### config.mk
export PLATFORM = sky130hd
export DESIGN_NAME = sprite_line_fetcher
export DESIGN_NICKNAME = d
export VERILOG_FILES = /design/src/rtl/sprite_line_fetcher.sv
export SDC_FILE = /design/constraint.sdc
export NUM_CORES = 1
export LEC_CHECK = 0
export BUFFER_PORTS_ARGS = -buffer_cell sky130_fd_sc_hd__buf_2
export CAP_MARGIN = 10
export CORE_MARGIN = 5
export CORE_UTILIZATION = 49
export DETAILED_ROUTE_END_ITERATION = 10
export GPL_TIMING_DRIVEN = 1
export PLACE_DENSITY = 0.75
export SLEW_MARGIN = 5
export SYNTH_ARGS = -nofsm -noshare
export SYNTH_HDL_FRONTEND = slang
export SYNTH_SLANG_ARGS = --single-unit
### constraint.sdc
create_clock -name clk -period 2.28 [get_ports clk]
set_clock_uncertainty 0.1 [all_clocks]
set_input_delay 0.228 -clock clk [delete_from_list [all_inputs] [get_ports clk]]
set_output_delay 0.228 -clock clk [all_outputs]
set_load 0.03 [all_outputs]
### src/rtl/sprite_line_fetcher.sv
// Sprite line fetcher: walks the sprite slots during hblank, fetches one
// 8-pixel ROM line per covering sprite and commits the full line set at once.
//
// Ports:
//   clk, reset          clock, synchronous active-high reset
//   start, next_row     scan request and the scanline it targets
//   slot_sel            slot being queried; slot_* return its fields
//   rom_*               ROM request (read strobe, id, orientation, line)
//   rom_data            combinational ROM line, active-low pixels
//   line_data/valid     committed lines and hit flags, one byte/bit per slot
//   busy, done          scan in progress, single-cycle commit pulse
module sprite_line_fetcher #(
   parameter int NUM_SLOTS  = 4,
   parameter int SCALE_LOG2 = 3
) (
   input  logic                   clk,
   input  logic                   reset,
   input  logic                   start,
   input  logic [9:0]             next_row,
   output logic [2:0]             slot_sel,
   input  logic                   slot_enable,
   input  logic [3:0]             slot_id,
   input  logic [1:0]             slot_orient,
   input  logic [9:0]             slot_y,
   output logic                   rom_read_enable,
   output logic [3:0]             rom_sprite_ID,
   output logic [1:0]             rom_orientation,
   output logic [2:0]             rom_line_index,
   input  logic [7:0]             rom_data,
   output logic [8*NUM_SLOTS-1:0] line_data,
   output logic [NUM_SLOTS-1:0]   line_valid,
   output logic                   busy,
   output logic                   done
);

   localparam logic [10:0] HEIGHT = 11'(8 << SCALE_LOG2);
   localparam logic [2:0]  LAST   = 3'(NUM_SLOTS - 1);

   typedef enum logic [1:0] {
      S_IDLE,
      S_SELECT,
      S_FETCH,
      S_DONE
   } state_t;

   state_t                 state_q;
   logic [9:0]             row_q;
   logic [2:0]             cnt_q;
   logic [2:0]             slot_sel_q;
   logic                   hit_q;
   logic                   rom_en_q;
   logic [3:0]             rom_id_q;
   logic [1:0]             rom_or_q;
   logic [2:0]             rom_ln_q;
   logic [8*NUM_SLOTS-1:0] shadow_q;
   logic [NUM_SLOTS-1:0]   svld_q;
   logic [8*NUM_SLOTS-1:0] line_q;
   logic [NUM_SLOTS-1:0]   lvld_q;
   logic                   busy_q;
   logic                   done_q;

   logic [10:0]            diff;
   logic                   hit_c;
   logic [2:0]             line_c;
   logic [8*NUM_SLOTS-1:0] shadow_d;
   logic [NUM_SLOTS-1:0]   svld_d;

   // Negative diff (sprite starts below the row) sets bit 10 and misses.
   assign diff   = {1'b0, row_q} - {1'b0, slot_y};
   assign hit_c  = slot_enable & ~diff[10] & (diff < HEIGHT);
   assign line_c = diff[SCALE_LOG2+2:SCALE_LOG2];

   // Shadow with the current FETCH result merged in; lets the last slot
   // land in the committed set on the same edge that raises done.
   always_comb begin
      shadow_d = shadow_q;
      svld_d   = svld_q;
      for (int k = 0; k < NUM_SLOTS; k++) begin
         if (hit_q && cnt_q == 3'(k)) begin
            shadow_d[8*k +: 8] = rom_data;
            svld_d[k]          = 1'b1;
         end
      end
   end

   always_ff @(posedge clk) begin
      if (reset) begin
         state_q    <= S_IDLE;
         row_q      <= '0;
         cnt_q      <= '0;
         slot_sel_q <= '0;
         hit_q      <= 1'b0;
         rom_en_q   <= 1'b0;
         rom_id_q   <= '0;
         rom_or_q   <= '0;
         rom_ln_q   <= '0;
         shadow_q   <= '1;
         svld_q     <= '0;
         line_q     <= '1;
         lvld_q     <= '0;
         busy_q     <= 1'b0;
         done_q     <= 1'b0;
      end else begin
         done_q <= 1'b0;
         unique case (state_q)
            S_IDLE: begin
               if (start) begin
                  row_q      <= next_row;
                  cnt_q      <= '0;
                  slot_sel_q <= '0;
                  shadow_q   <= '1;
                  svld_q     <= '0;
                  busy_q     <= 1'b1;
                  state_q    <= S_SELECT;
               end
            end
            S_SELECT: begin
               hit_q    <= hit_c;
               rom_en_q <= hit_c;
               rom_id_q <= hit_c ? slot_id : 4'd0;
               rom_or_q <= hit_c ? slot_orient : 2'd0;
               rom_ln_q <= hit_c ? line_c : 3'd0;
               state_q  <= S_FETCH;
            end
            S_FETCH: begin
               rom_en_q <= 1'b0;
               rom_id_q <= '0;
               rom_or_q <= '0;
               rom_ln_q <= '0;
               hit_q    <= 1'b0;
               shadow_q <= shadow_d;
               svld_q   <= svld_d;
               if (cnt_q == LAST) begin
                  line_q  <= shadow_d;
                  lvld_q  <= svld_d;
                  done_q  <= 1'b1;
                  state_q <= S_DONE;
               end else begin
                  cnt_q      <= cnt_q + 3'd1;
                  slot_sel_q <= cnt_q + 3'd1;
                  state_q    <= S_SELECT;
               end
            end
            S_DONE: begin
               busy_q  <= 1'b0;
               state_q <= S_IDLE;
            end
            default: state_q <= S_IDLE;
         endcase
      end
   end

   assign slot_sel        = slot_sel_q;
   assign rom_read_enable = rom_en_q;
   assign rom_sprite_ID   = rom_id_q;
   assign rom_orientation = rom_or_q;
   assign rom_line_index  = rom_ln_q;
   assign line_data       = line_q;
   assign line_valid      = lvld_q;
   assign busy            = busy_q;
   assign done            = done_q;

endmodule

Yosys cells after proc, flatten, opt, wreduce, memory -nomap -nowiden
Index checks and enable logic that the tools add are counted.
{"block": "word_totals", "register_bits": 99, "latchBits": 0, "ramBits": 0, "romBits": 0, "output_inout_bits": 51, "elab_cells": 71, "memories": 0}
{"block": "op_classes", "addsub": 2, "multipliers": 0, "n_div": 0, "magnitude_cmp": 1, "eq_ne": 8, "shift": 0, "mux": 28, "bitwise_logic": 4, "reduce_logical": 15}
{"op": "32-bit case mux with 2 select lines", "n": 1}
{"op": "32-bit two-way mux", "n": 1}
{"op": "8-bit two-way mux", "n": 4}
{"op": "4-bit case mux with 2 select lines", "n": 2}
{"op": "3-bit case mux with 2 select lines", "n": 2}
{"op": "11-bit by 7-bit < comparator with 1-bit output (second input constant)", "n": 1}
{"op": "10-bit by 10-bit subtractor with 11-bit output", "n": 1}
{"op": "3-bit two-way mux", "n": 3}
{"op": "4-bit two-way mux", "n": 2}
{"op": "2-bit case mux with 4 select lines", "n": 1}
{"op": "2-bit AND reduction", "n": 4}
{"op": "3-bit by 2-bit == test with 1-bit output (second input constant)", "n": 2}
{"op": "1-bit two-way mux", "n": 6}
{"op": "2-bit two-way mux", "n": 3}
{"op": "2-bit nonzero test", "n": 3}
{"op": "2-bit == test (second input constant)", "n": 2}
{"op": "1-bit logical AND", "n": 4}
{"op": "2-bit inequality test (second input constant)", "n": 2}
{"op": "1-bit case mux with 2 select lines", "n": 2}
{"op": "2-bit case mux with 2 select lines", "n": 1}
{"op": "3-bit by 1-bit adder with 3-bit output (second input constant)", "n": 1}
{"op": "3-bit by 1-bit == test with 1-bit output (second input constant)", "n": 1}
{"op": "3-bit zero test", "n": 1}
{"op": "3-bit AND reduction", "n": 1}
{"op": "other kinds (5)", "n": 7}

Logic depth before layout (Yosys ltp)
Gate-level depths: netlist of run 1.
{"block": "depth", "depth_word": 6, "depth_mapped": 10, "ltp_nobuf": 9}

Worst setup path before layout of run 1
OpenSTA, ideal clock, no wires.
{"block": "synth_path", "kind": "reg2reg", "start": "reg row_q[4]", "end": "reg rom_ln_q[0] (netlist: rom_line_index[0])", "t_arrival_ns": 2.314, "required_ns": 2.120, "setup_slack_ns": -0.195, "stages_incl_launch_ff": 9, "n_path_buf": 0, "path_cell_list": "dfxtp_1 ha_1 a21o_1 a41o_1 a211oi_2 xnor2_1 or3_4 a221oi_4 a22o_1"}
{"block": "synth_between", "elab_chain_cells": 6, "word_cells_on_any_way": 7}
{"element": "start, declared", "line": "47", "rtl": "logic [9:0] row_q;"}
{"element": "start signal, assigned", "line": "108", "rtl": "row_q <= next_row;"}
{"element": "10-bit by 10-bit subtractor with 11-bit output (*)", "line": "69", "rtl": "assign diff = {1'b0, row_q} - {1'b0, slot_y};"}
{"element": "parallel branches: the longest is 2 deep, another holds 11-bit by 7-bit < comparator with 1-bit output"}
{"element": "1-bit bitwise AND (*)", "line": "70", "rtl": "assign hit_c = slot_enable & ~diff[10] & (diff < HEIGHT);"}
{"element": "3-bit two-way mux (*)", "line": "122", "rtl": "rom_ln_q <= hit_c ? line_c : 3'd0;"}
{"element": "3-bit case mux with 2 select lines (*)", "line": "105", "rtl": "unique case (state_q)"}
{"element": "end signal, assigned", "line": "122"}
{"element": "end, declared", "line": "54", "rtl": "logic [2:0] rom_ln_q;"}
Mark *: on every way between the ends.
A chain may end at the register's enable or synchronous reset.

Worst setup path after layout of run 1
{"block": "layout_path", "start": "reg row_q[4]", "end": "reg rom_ln_q[1] (netlist: rom_line_index[1])"}
{"block": "layout_between", "elab_chain_cells": 6, "word_cells_on_any_way": 7}
{"element": "10-bit by 10-bit subtractor with 11-bit output (*)", "line": "69"}
{"element": "parallel branches: the longest is 3 deep, another holds 11-bit by 7-bit < comparator with 1-bit output"}
{"element": "3-bit two-way mux (*)", "line": "122"}
{"element": "3-bit case mux with 2 select lines (*)", "line": "105"}
Marked as above.

==> metrics.md, run 1 <==
| Metric | Value |
|---|---|
| Largest net degree at the start of global routing | `91` |
| Xor/xnor share of the synthesized area | `0.802%` |
| Power per cell area | `694 nW/um2` |
| Syn_area_per_cell | `8.53 um2` |
| R2R Path Start | `row_q[4]` |
| Placed Cells | `687` |
| Post-Synth Adder-Cell Area | `4.87%` |
| RSZ-0062 raised after global routing | `true` |
| I/O pins | `89` |
| Asr flop ratio synth | `0%` |
| Dpl hpwl | `7670 um` |
| Die area | `10900 um2` |
| Horiz. Die Dim | `104 um` |
| Via count | `4117` |
| First-pass GRT wire length | `18900 um` |
| Rel. slew slack | `44.2%` |
| WHS | `7.24 ps` |
| R2R depth | `9` |
| Min-Delay Startpoint | `next_row[9]` |
| Final-stage net count | `659` |
| Dominant synthesized flop cell | `dfxtp_1` |
| Failing checks | `setup timing` |
| Clock slew at reported path FFs | `90 ps` |
| Commonest non-fill, non-tap cell in the layout | `dfxtp_1` |
| Worst-Skew Late Latency | `370 ps` |
| Critical path arrival | `2590 ps` |
| N_diodes | `0` |
| CTS tree | `yes` |
| Worst hold path type | `primary input to register` |
| EDFF count, synth | `0` |
| VDD IR-drop max | `0.350 mV` |
| Inserted Clock Buffers | `9` |
| Longest Clk Path Bufs | `2` |
| Status | `complete, but fails checks` |
| Mapped Area | `4370 um2` |
| Cell row count | `34` |
| Synth cell types | `39` |
| Initial Util | `50.1%` |
| Gp weighted congestion | `0.903` |
| Reg2reg end | `rom_line_index[1]` |
| Final Max Slew Viols | `0` |
| Setup ws final | `-97.5 ps` |
| TNS Setup | `-879 ps` |
| Mux contribution to synthesized area | `0%` |
| Ys Warns | `0` |
| Drc violations | `0` |
| Hold endpoint | `row_q[9]` |
| CORE AREA | `8720 um2` |
| Final cell count without fillers | `717` |
| Critical path class | `register to register` |
| CTS Sinks | `99` |
| IO Port Bufs | `88` |
| Die Y | `104 um` |
| Max-cap viol count | `0` |
| Initial antenna violation count | `0` |
| Flops & latches, synth | `99` |
| CP endpoint kind | `register` |
| Synthesized instance count | `512` |
| Post-Route WL | `11500 um` |
| Final Power | `3790 uW` |
| Per-cell routed wire length | `16.1 um` |
| # H-tree levels | `3` |
| Most frequent cells in the layout | `dfxtp_1 (95), buf_2 (88), nand2_1 (70)` |
| Worst Setup Start Kind | `register` |
| Syn nets | `567` |
| Grt total ovfl | `0` |
| Tcrit/Tclk final | `104%` |
| Clock root buffer | `clkbuf_8` |
| Largest fanout on the critical path | `10` |
| Simple-gate portion of the synthesized area | `19.3%` |
| Vias in the first global route | `3866` |
| Post-synthesis compound-gate area fraction | `24.7%` |
| Max Fclk | `421 MHz` |
| DRT antenna net count | `0` |
| First DRT Iteration DRCs | `305` |
| Worst Tran Pin Value | `836 ps` |
| DRT Pass-1 Iters | `5` |
| Area delta synth->final | `24.9%` |
| Clock period minus worst slack | `2380 ps` |
| Final Hold Fails | `0` |
| Critical Path RT | `2490 ps` |
| Pleak | `0.00236 uW` |
| Post-synthesis sequential area ratio | `45.4%` |
| Main combinational cell family by area after synthesis | `compound AO/OA/AOI/OAI gates` |
| Tot GR Track Use | `20.5%` |
| Final setup viols | `10` |
| Hold depth | `3` |
| Layout cells sized above 1 | `24.5%` |
| DR vias/cell | `5.74` |
| FF-to-FF setup slack | `-100 ps` |
-- sequential cells by signal (all words and copies together), names as in the netlist --
name / count
line_data: 32
shadow_q: 32
row_q: 10
line_valid: 4
rom_sprite_ID: 4
svld_q: 4
rom_line_index: 3
slot_sel: 3
rom_orientation: 2
state_q: 2
busy: 1
done: 1
rom_read_enable: 1
-- cells by family (layout without fill, tap and decap cells) --
kind of cell	Yosys count	count (layout)
compound gates	160	160
xor+xnor	4	4
simple gates	177	177
flops	99	99
fa+ha+maj	17	17
buf+inv	55	152
-- worst max-delay path by stage --
stage / startpoint / endpoint / slack (ps) / depth (start not counted)
4_1_cts: row_q[4] / rom_sprite_ID[0] / -90 / 9
2_1_floorplan: row_q[4] / rom_line_index[0] / -10 / 8
5_1_grt: row_q[4] / rom_sprite_ID[3] / -190 / 9
3_3_place_gp: slot_y[4] / rom_sprite_ID[0] / -190 / 10
6_report: row_q[4] / rom_line_index[1] / -100 / 9
3_5_place_dp: slot_y[4] / rom_orientation[1] / -280 / 10
-- routing by layer --
layer  vias to the layer above  routed length, um  GRT usage [%]
li1                       1992                  -              -
met1                      1947               5200           28.4
met2                       162               5370           32.3
met3                        16                754           3.91
met4                         0                192           6.38
met5                         -                  0              0
-- area by class of cell --
cell class                      count  area [um2]
Timing Repair Buffer              120         763
Multi-Input combinational cell    358        2270
Fill cell                         729        3270
Clock inverter                      5        85.1
Tap cell                          108         135
Sequential cell                    99        1990
Clock buffer                       11         151
Inverter                           16        60.1
-- metrics by stage --
step                      util (%)  setup WS, ps  instance area (um2)
final                         62.6         -97.5                 5460
after global routing          62.6          -190                 5460
after CTS                     62.1         -88.2                 5420
after detailed placement      57.7          -283                 5030
after global placement        57.7          -191                 5030
after floorplan                  -         -11.6                 4450
-- synthesized netlist by cell type (all sizes together), types with 2 or more instances --
cell	n	share of area, %
a21oi	61	7.0
a21o	3	0.54
a211o	33	6.6
and2	3	0.43
or3	2	0.40
xnor2	4	0.80
nor2	21	1.8
nor2b	2	0.29
ha	17	4.9
nand2b	35	5.0
o21a	2	0.34
clkbuf	38	3.5
nand2	71	6.1
inv	16	1.4
nand3	38	4.4
o21ai	5	0.57
o22ai	33	4.7
dfxtp	99	45
a211oi	5	0.97
a22o	9	1.8
-- repair_timing --
item | 4_1_cts | 5_1_grt
endpoints found under the setup margin | 10 | 47
hold buffers | 13 | 0
resized for setup | 0 | 11
buffers inserted | 1 | 0
hold endpoints to repair | 13 | 0
pin swaps | 1 | 1
-- power by group --
part,switching [uW],internal (uW),total (uW),leakage (uW)
Sequential,30.1,1770,1800,0.000804
Combinational,403,280,682,0.00144
Clock,626,682,1310,0.000116
Total,1060,2730,3790,0.00236
-- worst max-delay path: stages (launching register included) --
cell,delay (ps)
dfxtp_2,360
ha_4,200
a21o_1,180
a41o_1,200
a211oi_2,260
xnor2_1,110
or3_4,340
a221oi_4,310
buf_12,160
a22o_1,120
Power figures use the tool's default switching activity.
==> run 2: changes to the inputs <==
--- a/config.mk
+++ b/config.mk
@@ -5,13 +5,16 @@
 export SDC_FILE = /design/constraint.sdc
 export NUM_CORES = 1
 export LEC_CHECK = 0
+export ABC_AREA = 1
 export BUFFER_PORTS_ARGS = -buffer_cell sky130_fd_sc_hd__buf_2
 export CAP_MARGIN = 10
 export CORE_MARGIN = 5
 export CORE_UTILIZATION = 49
+export CTS_CLUSTER_DIAMETER = 200
 export DETAILED_ROUTE_END_ITERATION = 10
 export GPL_TIMING_DRIVEN = 1
 export PLACE_DENSITY = 0.75
+export REMOVE_ABC_BUFFERS = 1
 export SLEW_MARGIN = 5
 export SYNTH_ARGS = -nofsm -noshare
 export SYNTH_HDL_FRONTEND = slang
==> metrics.md, run 2 <==
| Metric | Value |
|---|---|
| Status | `finished clean` |
| Worst-Skew Late Latency | `360 ps (about the same)` |
| Tcrit/Tclk final | `87.7% (-17 points)` |
| Final setup viols | `0 (-10)` |
| DRT Pass-1 Iters | `4 (-1)` |
| Cell row count | `34 (unchanged)` |
| Syn_area_per_cell | `7.18 um2 (-16%)` |
| Pleak | `0.00234 uW (-1.0%)` |
| IO Port Bufs | `88 (unchanged)` |
| Most frequent cell after synthesis | `nand2_1` |
| Setup ws final | `281 ps (+378 ps)` |
| FF-to-FF setup slack | `280 ps (+380 ps)` |
| CP peak stage delay | `520 ps (+160 ps)` |
| First DRT Iteration DRCs | `209 (-31%)` |
| CTS Sinks | `99 (unchanged)` |
| Area after DPL | `4870 um2 (-3.2%)` |
| Post-Route WL | `10400 um (-9.9%)` |
| Vias in the first global route | `3881 (+0.39%)` |
| Mapped Area | `4360 um2 (-0.17%)` |
| Flops & latches, synth | `99 (unchanged)` |
| Initial antenna violation count | `0 (unchanged)` |
| Power per cell area | `761 nW/um2 (+9.7%)` |
| Post-synthesis compound-gate area fraction | `18.3% (-6.4 points)` |
| Synthesized instance count | `607 (+19%)` |
| # H-tree levels | `3 (unchanged)` |
| Clock root buffer | `clkbuf_8` |
| Longest Clk Path Bufs | `2 (unchanged)` |
| # hold bufs at CTS | `0 (-13)` |
| Top cell type's share of synthesized area | `45.5% (+0.078 points)` |
| Critical path class | `register to register` |
| Post-synthesis sequential area ratio | `45.5% (+0.078 points)` |
| Horiz. Die Dim | `104 um (about the same)` |
| Asr flop ratio synth | `0% (unchanged)` |
| Post-Synth Adder-Cell Area | `4.88% (+0.0084 points)` |
| Worst hold path type | `primary input to register` |
| EDFF count, synth | `0 (unchanged)` |
| Inserted Clock Buffers | `9 (unchanged)` |
| Initial Util | `50.2% (+0.16 points)` |
| Setup WS pre-CTS | `266 ps (+550 ps)` |
| Largest fanout on the critical path | `17 (+7)` |
| Mux contribution to synthesized area | `0% (unchanged)` |
| Post-CTS Resized | `0 (unchanged)` |
| Top cells by area, synth | `dfxtp_1 (45%), nand2_1 (17%), a21oi_1 (6.4%), o21ai_0 (5.6%), ha_1 (4.9%)` |
| Final-stage net count | `738 (+12%)` |
| CP endpoint kind | `register` |
| Max-cap viol count | `0 (unchanged)` |
| Commonest non-fill, non-tap cell in the layout | `nand2_1` |
| CP max-delay cell | `nand3_1` |
| CP bufs+invs | `1 (unchanged)` |
| Placed Cells | `780 (+14%)` |
| Multi-input gate area | `2060 um2 (-9.4%)` |
| First-pass GRT wire length | `17500 um (-7.5%)` |
| Clock period minus worst slack | `2000 ps (-378 ps)` |
| Commonest cells post-synth | `nand2_1 (193), dfxtp_1 (99), a21oi_1 (56)` |
| Worst Setup Start Kind | `register` |
| Clock slew at reported path FFs | `90 ps (about the same)` |
| Layout cells sized above 1 | `17.2% (-7.3 points)` |
| Most frequent cells in the layout | `nand2_1 (193), dfxtp_1 (99), buf_2 (88)` |
| Largest net degree at the start of global routing | `55 (-40%)` |
| Worst-path cell chain | `inv_1 > ha_1 > nand3_1 > o21ai_0 > o22ai_1 > nand2_1` |
| Critical Path RT | `2460 ps (-30 ps)` |
| Delay-heaviest family, CP | `compound AO/OA/AOI/OAI gates` |
| DR vias/cell | `5.19 (-9.5%)` |
| DRT antenna net count | `0 (unchanged)` |
| Final Cell Area | `5070 um2 (-7.1%)` |
| Rel. slew slack | `31.8% (-12 points)` |
| Via count | `4129 (+0.29%)` |
| Synth cell types | `29 (-26%)` |
| Drc violations | `0 (unchanged)` |
| Ys Warns | `0 (unchanged)` |
| Post-CTS setup buffers | `0 (-1)` |
| Final cell count without fillers | `795 (+11%)` |
| Die Y | `104 um (about the same)` |
| Fill cells | `818 (+12%)` |
| N_diodes | `0 (unchanged)` |
| Gp weighted congestion | `0.789 (-13%)` |
| CORE AREA | `8680 um2 (-0.49%)` |
| Largest area contributor in the netlist | `dfxtp_1` |
| Simple-gate portion of the synthesized area | `23.5% (+4.2 points)` |
| Final Hold Fails | `0 (unchanged)` |
| Dominant synthesized flop cell | `dfxtp_1` |
| Area delta synth->final | `16.2%` |
| Per-cell routed wire length | `13.0 um (-19%)` |
| Die area | `10900 um2 (-0.15%)` |
| RSZ-0062 raised after global routing | `false` |
| Worst Tran Pin Value | `1020 ps (+180 ps)` |
| VDD IR-drop max | `0.414 mV (+18%)` |
| Main combinational cell family by area after synthesis | `simple AND/OR/NAND/NOR gates` |
| Critical path arrival | `2180 ps (-410 ps)` |
| TNS Setup | `0 ps (+879 ps)` |
| Tot GR Track Use | `18.8% (-1.7 points)` |
| Final Max Slew Viols | `0 (unchanged)` |
| Reg area | `1980 um2 (-0.25%)` |
| Core Util, Final | `58.4% (-4.2 points)` |
| Dpl hpwl | `7260 um (-5.4%)` |
| Xor/xnor share of the synthesized area | `0.603% (-0.20 points)` |
| Grt total ovfl | `0 (unchanged)` |
| CTS tree | `yes` |
| Max Fclk | `500 MHz (+19%)` |
| I/O pins | `89 (unchanged)` |
## run 2: changes by cell type after synthesis, sizes merged, moves of 21 or more
cell,previous run,this run
a211o,33,0
nor2,21,44
inv,16,53
nand2,71,194
nand2b,35,0
nand3,38,17
o21ai,5,49
## run 2: cell type report
type,count,area share [%]
inverters,55,4.08
clock buffers,9,2.45
flip-flops and latches,99,39.1
repair buffers,94,9.58
multi-input cells,424,40.7
well taps,108,2.67
clock inverters,6,1.43
## run 2: path summary, 6_finish.rpt
check,startpoint,to,cells after the start
max,slot_sel[1],shadow_q[9],6
min,next_row[8],row_q[8],3
max reg2reg,slot_sel[1],shadow_q[9],6
min reg2reg,rom_orientation[0],rom_orientation[0],2
## run 2: power by group
part	switching [uW]	total, uW	internal [uW]
clock network	621	1130	513
registers	50.4	1850	1800
logic	603	873	270
## run 2: worst register-to-register path: cells and delay by family, from the launching register on
kind	cells	cell delay, ps
buffers and inverters	1	110
adders and majority gates	1	150
AOI/OAI and AO/OA	2	620
and+or+nand+nor	2	590
DFF	1	360
## run 2: layer usage
| metal | track usage [%] | part of all wire, % |
|---|---|---|
| met5 | 0 | 0 |
| met4 | 7.59 | 1.5 |
| met3 | 3.41 | 6.2 |
| met2 | 30.5 | 47 |
| met1 | 24.7 | 46 |
## run 2: stage by stage
stage / power [uW] / hold WS [ps]
6_report: 3860 / 22.0
5_1_grt: 4070 / 29.2
4_1_cts: 3870 / 20.2
3_5_place_dp: 2760 / 352
3_3_place_gp: 2740 / 346
2_1_floorplan: 2490 / 190
## run 2: cells by family (layout without fill, tap and decap cells)
logic type | after synthesis | count (layout)
XOR/XNOR | 3 | 3
adder cells (fa/ha/maj) | 17 | 17
buffers and inverters | 84 | 164
AND/OR/NAND/NOR | 258 | 258
AO/OA/AOI/OAI | 146 | 146
flip-flops | 99 | 99
